==> src/rtl/quad_dec.sv <==
// Quadrature decoder: synchronises and filters the A/B/home/index pins, then
// decodes x4 quadrature into a wrapping position count. It also captures the
// position on index, flags home/index/illegal transitions and toggles led per index.
module quad_dec #(
    parameter int unsigned CNT_W     = 16,
    parameter int unsigned FILT_LEN  = 4,
    parameter bit          HOME_ZERO = 1'b1
) (
    input  logic             freq_clk,
    input  logic             rst_n,
    input  logic             enable,
    input  logic             clr,
    input  logic             pha,
    input  logic             phb,
    input  logic             home,
    input  logic             index,
    output logic [CNT_W-1:0] position,
    output logic             dir,
    output logic             step,
    output logic [CNT_W-1:0] index_pos,
    output logic             index_seen,
    output logic             home_seen,
    output logic             err,
    output logic             led
);

    // Line order in the 4-bit vectors: 0 = A, 1 = B, 2 = home, 3 = index.
    localparam int unsigned    NUM_LINES = 4;
    localparam logic [3:0]     FILT_MAX  = 4'(FILT_LEN);
    localparam logic [4:0]     WARM_CYC  = 5'(3 + FILT_LEN);
    localparam logic [CNT_W-1:0] POS_ONE = {{(CNT_W-1){1'b0}}, 1'b1};

    logic [3:0]       w_pins;
    logic [3:0]       r_sync1, r_sync2;
    logic [3:0]       r_filt, w_filt_d;
    logic [3:0]       r_fcnt [NUM_LINES];
    logic [3:0]       w_fcnt_d [NUM_LINES];
    logic [3:0]       r_prev;
    logic [4:0]       r_warm;

    logic [1:0]       w_ab_prev, w_ab_cur;
    logic             w_fwd, w_rev, w_ill;
    logic             w_active, w_idx_rise, w_home_rise;

    logic [CNT_W-1:0] r_position, w_position_d;
    logic [CNT_W-1:0] r_index_pos, w_index_pos_d;
    logic             r_dir, w_dir_d;
    logic             r_step, w_step_d;
    logic             r_index_seen, w_index_seen_d;
    logic             r_home_seen, w_home_seen_d;
    logic             r_err, w_err_d;
    logic             r_led, w_led_d;

    assign w_pins = {index, home, phb, pha};

    // Two-stage synchroniser for every asynchronous pin.
    always_ff @(posedge freq_clk or negedge rst_n) begin
        if (!rst_n) begin
            r_sync1 <= '0;
            r_sync2 <= '0;
        end else begin
            r_sync1 <= w_pins;
            r_sync2 <= r_sync1;
        end
    end

    // Glitch filter: a level must disagree for FILT_LEN consecutive cycles to be taken.
    always_comb begin
        w_filt_d = r_filt;
        for (int i = 0; i < NUM_LINES; i++) begin
            w_fcnt_d[i] = '0;
            if (r_sync2[i] != r_filt[i]) begin
                if (r_fcnt[i] + 4'd1 >= FILT_MAX) begin
                    w_filt_d[i] = r_sync2[i];
                end else begin
                    w_fcnt_d[i] = r_fcnt[i] + 4'd1;
                end
            end
        end
    end

    // Filter state, previous filtered levels and post-reset warm-up counter.
    always_ff @(posedge freq_clk or negedge rst_n) begin
        if (!rst_n) begin
            r_filt <= '0;
            r_prev <= '0;
            r_warm <= WARM_CYC;
            for (int i = 0; i < NUM_LINES; i++) begin
                r_fcnt[i] <= '0;
            end
        end else begin
            r_filt <= w_filt_d;
            r_prev <= r_filt;  // tracks regardless of enable so re-enable is step-free
            if (r_warm != 5'd0) begin
                r_warm <= r_warm - 5'd1;
            end
            for (int i = 0; i < NUM_LINES; i++) begin
                r_fcnt[i] <= w_fcnt_d[i];
            end
        end
    end

    assign w_ab_prev   = {r_prev[0], r_prev[1]};
    assign w_ab_cur    = {r_filt[0], r_filt[1]};
    assign w_active    = enable && (r_warm == 5'd0);
    assign w_idx_rise  = r_filt[3] & ~r_prev[3];
    assign w_home_rise = r_filt[2] & ~r_prev[2];

    // Classify the {A,B} transition as forward, reverse or illegal (both lines moved).
    always_comb begin
        w_fwd = 1'b0;
        w_rev = 1'b0;
        w_ill = 1'b0;
        case ({w_ab_prev, w_ab_cur})
            4'b00_10, 4'b10_11, 4'b11_01, 4'b01_00: w_fwd = 1'b1;
            4'b10_00, 4'b11_10, 4'b01_11, 4'b00_01: w_rev = 1'b1;
            4'b00_11, 4'b11_00, 4'b10_01, 4'b01_10: w_ill = 1'b1;
            default: ;
        endcase
    end

    // Next-state for counters and flags; clr wins over every same-cycle update.
    always_comb begin
        w_position_d   = r_position;
        w_index_pos_d  = r_index_pos;
        w_dir_d        = r_dir;
        w_step_d       = 1'b0;
        w_index_seen_d = r_index_seen;
        w_home_seen_d  = r_home_seen;
        w_err_d        = r_err;
        w_led_d        = r_led;
        if (clr) begin
            w_position_d   = '0;
            w_index_pos_d  = '0;
            w_index_seen_d = 1'b0;
            w_home_seen_d  = 1'b0;
            w_err_d        = 1'b0;
        end else if (w_active) begin
            if (w_fwd) begin
                w_position_d = r_position + POS_ONE;
                w_dir_d      = 1'b1;
                w_step_d     = 1'b1;
            end else if (w_rev) begin
                w_position_d = r_position - POS_ONE;
                w_dir_d      = 1'b0;
                w_step_d     = 1'b1;
            end
            if (w_ill) begin
                w_err_d = 1'b1;
            end
            if (w_home_rise) begin
                w_home_seen_d = 1'b1;
                if (HOME_ZERO) begin
                    w_position_d = '0;
                end
            end
            // Index captures the position as it will be after this cycle's update.
            if (w_idx_rise) begin
                w_index_pos_d  = w_position_d;
                w_index_seen_d = 1'b1;
                w_led_d        = ~r_led;
            end
        end
    end

    // Output registers.
    always_ff @(posedge freq_clk or negedge rst_n) begin
        if (!rst_n) begin
            r_position   <= '0;
            r_index_pos  <= '0;
            r_dir        <= 1'b0;
            r_step       <= 1'b0;
            r_index_seen <= 1'b0;
            r_home_seen  <= 1'b0;
            r_err        <= 1'b0;
            r_led        <= 1'b0;
        end else begin
            r_position   <= w_position_d;
            r_index_pos  <= w_index_pos_d;
            r_dir        <= w_dir_d;
            r_step       <= w_step_d;
            r_index_seen <= w_index_seen_d;
            r_home_seen  <= w_home_seen_d;
            r_err        <= w_err_d;
            r_led        <= w_led_d;
        end
    end

    assign position   = r_position;
    assign index_pos  = r_index_pos;
    assign dir        = r_dir;
    assign step       = r_step;
    assign index_seen = r_index_seen;
    assign home_seen  = r_home_seen;
    assign err        = r_err;
    assign led        = r_led;

endmodule

==> config.mk <==
export PLATFORM = sky130hd
export DESIGN_NAME = quad_dec
export DESIGN_NICKNAME = d
export VERILOG_FILES = /design/src/rtl/quad_dec.sv
export SDC_FILE = /design/constraint.sdc
export NUM_CORES = 1
export LEC_CHECK = 0
export BUFFER_PORTS_ARGS = -buffer_cell sky130_fd_sc_hd__buf_2
export CAP_MARGIN = 20
export CORE_MARGIN = 3
export CORE_UTILIZATION = 27
export CTS_CLUSTER_DIAMETER = 120
export CTS_CLUSTER_SIZE = 8
export DETAILED_ROUTE_END_ITERATION = 16
export PLACE_DENSITY = 0.53
export SLEW_MARGIN = 20
export SYNTH_ARGS = -nofsm -noshare
export SYNTH_HDL_FRONTEND = slang
export SYNTH_SLANG_ARGS = --single-unit
export TNS_END_PERCENT = 10
==> constraint.sdc <==
create_clock -name freq_clk -period 2.3 [get_ports freq_clk]
set_input_delay 0.23 -clock freq_clk [delete_from_list [all_inputs] [get_ports freq_clk]]
set_output_delay 0.23 -clock freq_clk [all_outputs]
set_load 0.02 [all_outputs]
== After elaboration in Yosys (flattened, before gate mapping) ==
Cells that the tools add are included.
Cells by class
  mux-type cells: 34
  equal/unequal tests: 16
  $add $sub $neg: 7
  magnitude comparators: 4
  reduce and logical (&&, ||, !) cells: 20
  bitwise operators: 6
Operator list (count)
  $mux 16: 8
  $mux 4: 8
  $eq 4x4->1 const B: 6
  $mux 1: 18
  $add 16x1->16 const B: 1
  $add 4x1->4 const B: 4
  $ge 4x3->1 const B: 4
  $sub 16x1->16 const B: 1
  $reduce_and 2->1: 7
  $eq 4x3->1 const B: 3
  $reduce_or 4->1: 3
  $reduce_bool 2->1: 5
  $eq 4x2->1 const B: 2
  $reduce_and 3->1: 2
  $logic_not 5->1: 1
  $reduce_bool 5->1: 1
  $sub 5x1->5 const B: 1
  $eq 4x1->1 const B: 1
  $ne 1x1->1: 4
  $not 1->1: 4
  $and 1x1->1: 2
  $logic_and 1x1->1: 1
Word-level totals
  logic and storage cells: 107
  register bits after elaboration: 75
  output and inout port bits: 38
  bits of input ports: 8

== Longest topological paths before layout ==
Gate-level depths: netlist (run 1).
  depth in word-level cells: 9
  depth in mapped cells: 9
  mapped depth without buffers: 7

== Worst setup path before layout (run 1) ==
OpenSTA, ideal clock, no wires.
  path type: reg-to-reg
  start point: register r_position[3], in the netlist position[3]
  end point: register r_index_pos[11], in the netlist index_pos[11]
  required time: 2.178 ns
  library setup time: 0.122 ns
  path buffers: 1
  period minus slack after synthesis: 2.294 ns
  stages on the path, launching flop included: 7
  setup slack: 0.006 ns
  arrival: 2.173 ns
  cell sequence: dfrtp_1 buf_6 or4_4 or3_4 or3_4 a21bo_1 a32o_1
Between the ends
  longest elaborated chain between the ends: 7
  elaborated cells between the ends (all ways): 8
  those cells by class: 2 x add/sub; 6 x mux
RTL lines
  from (decl): RTL line 45  | logic [CNT_W-1:0] r_position, w_position_d;
  from (signal assigned): RTL line 178  | r_position <= w_position_d;
  $sub 16x1->16: RTL line 144  | w_position_d = r_position - POS_ONE;
  $mux 16: RTL line 143  | end else if (w_rev) begin
  $mux 16 (*): RTL line 139  | if (w_fwd) begin
  $mux 16 (*): RTL line 151  | if (w_home_rise) begin
  $mux 16 (*): RTL line 158  | if (w_idx_rise) begin
  $mux 16 (*): RTL line 138  | end else if (w_active) begin
  $mux 16 (*): RTL line 132  | if (clr) begin
  to (signal assigned): RTL line 179  | r_index_pos <= w_index_pos_d;
  to (decl): RTL line 46  | logic [CNT_W-1:0] r_index_pos, w_index_pos_d;
Every way passes the cells marked *; elsewhere a longest branch is shown, timed or not. The select of a mux whose other input is x is not followed.
A chain may end at the register's enable or synchronous reset.

== Worst setup path in the final report (run 1) ==
  start point: register r_position[1], in the netlist position[1]
  end point: register r_index_pos[11], in the netlist index_pos[11]
Same word-level chain as after synthesis.

==> summary.txt, run 1 <==
Placement
  • Routability Congestion: 0.8843
  • Detailed placer's ending HPWL: 6.651 mm
  • Post-DP Area: 4342 sq um
  • IO Port Bufs: 45

Timing
  • Final Cycle Share: 95.06%
  • FMAX: 457.4 MHz
  • RSZ-0062 raised after global routing: false
  • Final setup TNS: 0 ns
  • Max-slew violations: 0
  • Setup violators final: 0
  • Clock Skews: 0.004279 ns
  • Final Hold Fails: 0
  • Post-route minimum period: 2.186 ns

Drt
  • Via-to-Cell Ratio: 4.745
  • Drt first pass iters: 4
  • DR WL/cell: 14.65 microns
  • Starting DRC count in detailed routing: 159
  • DRC errors left: 0
  • Routed Antenna Nets: 0
  • Via Count: 2918
  • Final wirelength: 9.007 mm

Floorplan
  • IO Pins: 46
  • # rows: 41
  • Core Area: 12980 sq um
  • Initial Util: 28.29%
  • Die area: 15040 sq um
  • Die width: 122.6 microns
  • Die height: 122.6 microns

Synthesis
  • Top cells by area, synth: dfrtp_1 49%, xor2_1 3.6%, nand2_1 3.3%, o21ai_0 2.9%, xnor2_1 2.6%
  • Top cells by instance count after synthesis: 72 x dfrtp_1, 32 x nand2_1, 25 x nor2_1, 21 x o21ai_0, 15 x xor2_1
  • Most used DFF post-synth: dfrtp_1
  • Mapped cell area: 3672 sq um
  • Top-count cell post-synth: dfrtp_1
  • Largest family of logic cells by synthesized area: simple AND/OR/NAND/NOR gates
  • Sequential area share after synthesis: 51.21%
  • Synth Area in Compound Gates: 13.97%
  • Synth unique cells: 57
  • Synth area leader: dfrtp_1
  • Mean post-synth cell area: 10.26 sq um
  • #FFs+latches synth: 75
  • Cell count after synthesis: 358
  • Post-synth ARST share: 100.0%
  • EDFF count, synth: 0
  • Synth Warn #: 0
  • Proportion of netlist area held by the largest area contributor: 49.06%
  • Simple-Gate Fraction of Synth Area: 20.07%
  • Post-synthesis xor/xnor area fraction: 6.644%
  • Adder-cell share of the synthesized area: 2.385%
  • Mux cell area share after synthesis: 2.453%

Min path
  • Hold Path Depth: 2
  • Worst Hold Class: primary input to flip-flop

Worst setup path
  • Crit path to: index_pos[11]
  • CP Data Required Time: 2.52 ns
  • Critical path class: flip-flop to flip-flop
  • CP peak stage delay: 0.54 ns
  • Critical path depth: 5
  • CP max stage cell: or4_4
  • Most frequent CP cell: or3_4
  • Worst Path Max Fanout: 4
  • Worst path buffer plus inverter count: 0
  • Reg-to-reg critical path startpoint: position[1]
  • Startpoint Class: flip-flop
  • Critical Path Sink Type: flip-flop
  • FF-to-FF End: index_pos[11]
  • CP delay by family, top: simple AND/OR/NAND/NOR gates
  • Arrival time at the worst endpoint: 2.40 ns
  • Reg2Reg Setup Slack: 0.11 ns
  • Critical Path, Cell by Cell: or4_4 > or3_4 > or3_4 > a21bo_1 > a32o_1
  • Worst r2r path cells: 5
  • Setup crit start: position[1]

Clock network
  • CTS tree: done
  • Max H-tree Level: 3
  • CTS root buf: clkbuf_16
  • Clock tree sinks: 75
  • Worst-skew pair later-pin latency: 0.33 ns
  • Max clock buf depth: 2
  • CTS buffer count: 9
  • Worst-path clk slew: 0.06 ns
  • Setup Buffers After CTS: 0

Global route
  • Met2 global-route usage: 20.37%
  • Initial antenna violation count: 1
  • Largest net degree at the start of global routing: 46
  • Number of global-route vias before repair: 2948
  • GR Util met3: 3.502%
  • First-pass GRT wire length: 15.28 mm
  • Gr busiest metal: met2
  • Total GRT Usage: 13.07%
  • Gr ovfl total: 0
  • Met1 usage: 17.90%

Cells and area
  • Nets: 454
  • Layout cells sized above 1: 26.19%
  • Layout overhead on the synthesized area: 28.01%
  • End-of-flow core utilization: 36.22%
  • Final Cell Area: 4701 sq um
  • Multi-input logic area: 1718 sq um
  • Sequential Area: 1881 sq um
  • Layout filler cell count: 1298
  • Ant. Diodes: 0

Power and ir drop
  • Power per cell area: 892.3 nW/um^2
  • Leakage: 2.228 nW
  • Max IR drop VDD: 0.4158 mV

Flow run
  • Max-cap viol count: 0

Status
  • Status: complete, no violations
metal layers:
layer | vias up | routed length (microns)
li1 | 1441 | -
met1 | 1379 | 4237
met2 | 84 | 4133
met3 | 12 | 504
met4 | 2 | 123
met5 | - | 7
metrics by stage:
| stage | total power, mW | setup WS, ns | instances | hold slack [ns] |
|---|---|---|---|---|
| 2_1_floorplan | 2.370 | 0.005605 | 365 | -0.06559 |
| 3_3_place_gp | 2.833 | 0.1488 | 595 | 0.1992 |
| 3_5_place_dp | 2.843 | 0.1262 | 595 | 0.2011 |
| 4_1_cts | 4.246 | 0.1177 | 615 | 0.1645 |
| 5_1_grt | 4.471 | 0.05931 | 615 | 0.1819 |
| 6_report | 4.194 | 0.1136 | 615 | 0.1821 |
worst reg2reg max path: stages, from the launching register on:
cell and delay, ns:
dfrtp_1 0.38, or4_4 0.54, or3_4 0.38, or3_4 0.36, a21bo_1 0.18, a32o_1 0.25
logic make-up (layout without fill, tap and decap cells):
family                     after synthesis  count (layout)
adders and majority gates                7               7
AOI/OAI and AO/OA                       74              74
buffers and inverters                   28             106
muxes                                    8               8
other                                    1               8
xor gates and xnor gates                27              27
DFF                                     75              75
and+or+nand+nor                        138             138
layout by cell type (no fill, tap or decap), types with 3 or more instances in the layout:
master / instances
dfrtp_1: 72
nand4_1: 8
nand3_1: 11
nor2_1: 25
nor3_1: 13
conb_1: 8
o31ai_1: 4
a221o_1: 3
nand2b_1: 4
and3_1: 6
buf_2: 44
or4_1: 4
or3_1: 7
inv_1: 11
dfstp_2: 3
o211ai_1: 4
o21ai_0: 21
nand2_1: 32
a21oi_1: 11
clkbuf_16: 9
nor2b_1: 3
or2_2: 3
nor4_1: 8
ha_1: 7
a31o_2: 4
dlygate4sd3_1: 5
mux2_2: 8
xor2_1: 15
a32o_1: 3
xnor2_1: 10
and2_1: 4
a22o_1: 5
buf_4: 27
buf_12: 4
worst min path at each step:
stage	from	end	slack (ns)
6_report	clr	err	0.18
3_5_place_dp	rst_n	position[10]	0.20
5_1_grt	clr	err	0.18
2_1_floorplan	rst_n	dir	-0.07
3_3_place_gp	rst_n	index_pos[10]	0.20
4_1_cts	clr	err	0.16
area by class of cell:
class | count | area share, %
Tap cell | 172 | 4.578
Inverter | 11 | 0.8784
Clock inverter | 6 | 1.437
Timing Repair Buffer | 80 | 11.76
Sequential cell | 75 | 40.01
Multi-Input combinational cell | 262 | 36.55
Clock buffer | 9 | 4.791
report_power, final:
part           switching [mW]  internal, mW  total [mW]
Clock                   0.531         0.834        1.37
Sequential              0.111          1.45        1.56
Combinational           0.742         0.526        1.27
Total                    1.38          2.81        4.19
sequential cells by signal, summed over array words and instances, names as in the netlist:
register	count
r_sync1	4
r_warm	5
led	1
index_pos	16
dir	1
position	16
index_seen	1
r_prev	4
home_seen	1
r_fcnt	16
err	1
step	1
r_filt	4
r_sync2	4
what timing repair did:
item | 4_1_cts | 5_1_grt
gates resized for setup | 0 | 2
hold buffers | 5 | 0
hold endpoints to repair | 34 | 0
endpoints found under the setup margin | 0 | 3
(Power assumes the default switching activity.)
==> run 2, diff against run 1 <==
==> constraint.sdc (replaced) <==
create_clock -name freq_clk -period 2 [get_ports freq_clk]
set_input_delay 0.2 -clock freq_clk [delete_from_list [all_inputs] [get_ports freq_clk]]
set_output_delay 0.2 -clock freq_clk [all_outputs]
set_load 0.02 [all_outputs]
==> run 2 against run 1 <==
  * Highest routed layer is now met4
  * Via count grew 7.1%
  * First-iteration DRC count increased by 18%
  * Clock skew increased by 0.0046 ns
  * Sequential power up 15%
  * Register-to-register slack worse by 0.32 ns
  * Die area unchanged
  * The run now ends with setup timing left
==> summary.txt, run 2 (same netlist as run 1, synthesis figures left out) <==
Cells and area
  • Most frequent cells in the layout: 70 x dfrtp_1, 66 x buf_4, 44 x buf_2
  • Sequential Area: 1883 sq um
  • Layout cells sized above 1: 34.93%
  • Ant. Diodes: 0
  • Layout filler cell count: 1323
  • Nets: 491
  • Final Cell Area: 5025 sq um
  • Most common cell after layout, fill and taps aside: dfrtp_1
  • Multi-input logic area: 1803 sq um
  • Layout overhead on the synthesized area: 36.83%

Clock network
  • Worst-skew pair later-pin latency: 0.34 ns
  • CTS root buf: clkbuf_16
  • CTS buffer count: 9
  • Clock tree sinks: 75
  • Setup Buffers After CTS: 0
  • Worst-path clk slew: 0.06 ns
  • Max clock buf depth: 2
  • Max H-tree Level: 3
  • CTS tree: done

Flow run
  • Max-cap viol count: 0

Timing
  • Slew headroom: 64.66%
  • Post-route minimum period: 2.207 ns
  • Setup violators final: 7
  • Max-slew violations: 0
  • Final Cycle Share: 110.4%
  • Worst slew pin tran: 0.5283 ns
  • Final setup TNS: -0.6394 ns
  • Final Hold Fails: 0
  • Worst setup margin: -0.2073 ns
  • FMAX: 453.0 MHz
  • Clock Skews: 0.008871 ns
  • RSZ-0062 raised after global routing: true

Worst setup path
  • Worst r2r path cells: 5
  • Reg2Reg Setup Slack: -0.21 ns
  • CP Data Required Time: 2.23 ns
  • Worst path buffer plus inverter count: 0
  • CP delay by family, top: simple AND/OR/NAND/NOR gates
  • CP max stage cell: or4_4
  • Critical Path Sink Type: flip-flop
  • Arrival time at the worst endpoint: 2.44 ns
  • CP peak stage delay: 0.54 ns
  • Critical Path, Cell by Cell: or4_4 > or3_4 > or3_4 > a21bo_1 > a32o_1
  • Startpoint Class: flip-flop
  • Critical path class: flip-flop to flip-flop
  • Worst Path Max Fanout: 4
  • FF-to-FF End: index_pos[11]
  • Reg-to-reg critical path startpoint: position[1]
  • Most frequent CP cell: or3_4

Power and ir drop
  • Power per cell area: 998.5 nW/um^2
  • Max IR drop VDD: 0.4358 mV
  • Leakage: 2.421 nW
  • Final Power: 5.017 mW

Min path
  • Worst Hold Class: primary input to flip-flop
  • Hold Path Depth: 2
  • Worst hold endpoint: err
  • Hold path start: clr

Drt
  • DR WL/cell: 14.77 microns
  • Final wirelength: 9.648 mm
  • Post-Route M1 WL: 4.473 mm
  • Drt first pass iters: 4
  • Via Count: 3126
  • Met3 WL: 482 microns
  • Routed wl met2: 4.458 mm
  • Routed Antenna Nets: 0
  • Starting DRC count in detailed routing: 187
  • Top Metal Used: met4
  • DRC errors left: 0
  • Via-to-Cell Ratio: 4.787

Floorplan
  • Die width: 122.6 microns
  • # rows: 41
  • Initial Util: 28.29%
  • Die area: 15040 sq um
  • IO Pins: 46
  • Core Area: 12980 sq um
  • Die height: 122.6 microns

Status
  • Status: complete, but fails checks
  • Failing checks: setup timing

Global route
  • Total GRT Usage: 13.54%
  • Number of global-route vias before repair: 3166
  • First-pass GRT wire length: 15.64 mm
  • Initial antenna violation count: 1
  • Gr ovfl total: 0
  • Largest net degree at the start of global routing: 44

Placement
  • Detailed placer's ending HPWL: 7.287 mm
  • Post-DP Area: 4596 sq um
  • Pre-CTS WS: -0.1786 ns
  • Routability Congestion: 0.8376
  • IO Port Bufs: 45
[run 2: cell count changes in the layout (fill, tap and decap cells not counted), moves of 2 or more]
cell / before / now
nor4_1: 8 / 5
clkinv_4: 2 / 0
buf_4: 27 / 66
o21ai_0: 21 / 17
nor3_2: 0 / 3
xnor2_1: 10 / 8
inv_6: 0 / 3
dfrtp_1: 72 / 70
nor4_2: 1 / 3
buf_12: 4 / 1
o21ai_1: 1 / 5
dfrtp_2: 0 / 2
nor3_1: 13 / 10
xnor2_2: 2 / 4
[run 2: worst max-delay path by stage]
stage                startpoint       endpoint  cells past startpoint
finish              position[1]  index_pos[11]                      5
global route        position[1]  index_pos[11]                      5
CTS                 position[1]  index_pos[11]                      5
detailed placement  position[1]  index_pos[11]                      5
global placement    position[1]   position[11]                      6
floorplan           position[3]  index_pos[11]                      6
[run 2: report_power, final]
| part | internal (mW) | switching, mW | total [mW] |
|---|---|---|---|
| clock | 0.884 | 0.668 | 1.55 |
| combinational | 0.754 | 0.913 | 1.67 |
| sequential | 1.67 | 0.129 | 1.80 |
[run 2: area by class of cell]
| type | instances | share of cell area [%] |
|---|---|---|
| clock buffer | 10 | 4.756 |
| clock inverter | 6 | 0.9213 |
| timing repair buffer | 117 | 15.86 |
| tap | 172 | 4.283 |
| multi-input combinational | 262 | 35.88 |
| sequential | 75 | 37.48 |
| inverter | 11 | 0.8217 |
[run 2: what timing repair did]
action / CTS / global route
pin swaps: 1 / 1
gates resized for setup: 10 / 10
hold buffers: 5 / 0
setup endpoints to repair: 22 / 32
endpoints found under the hold margin: 36 / 0
[run 2: per-stage QoR]
step	cells	utilization (%)	hold WS, ns
2_1_floorplan	365	-	-0.09559
3_3_place_gp	632	35.41	0.1824
3_5_place_dp	632	35.41	0.1858
4_1_cts	653	38.41	0.1778
5_1_grt	653	38.72	0.2011
6_report	653	38.72	0.1790
[run 2: layer usage]
metal,vias up,track usage (%)
li1,1524,-
met1,1506,17.70
met2,82,20.89
met3,14,4.009
met4,0,5.738
met5,-,0
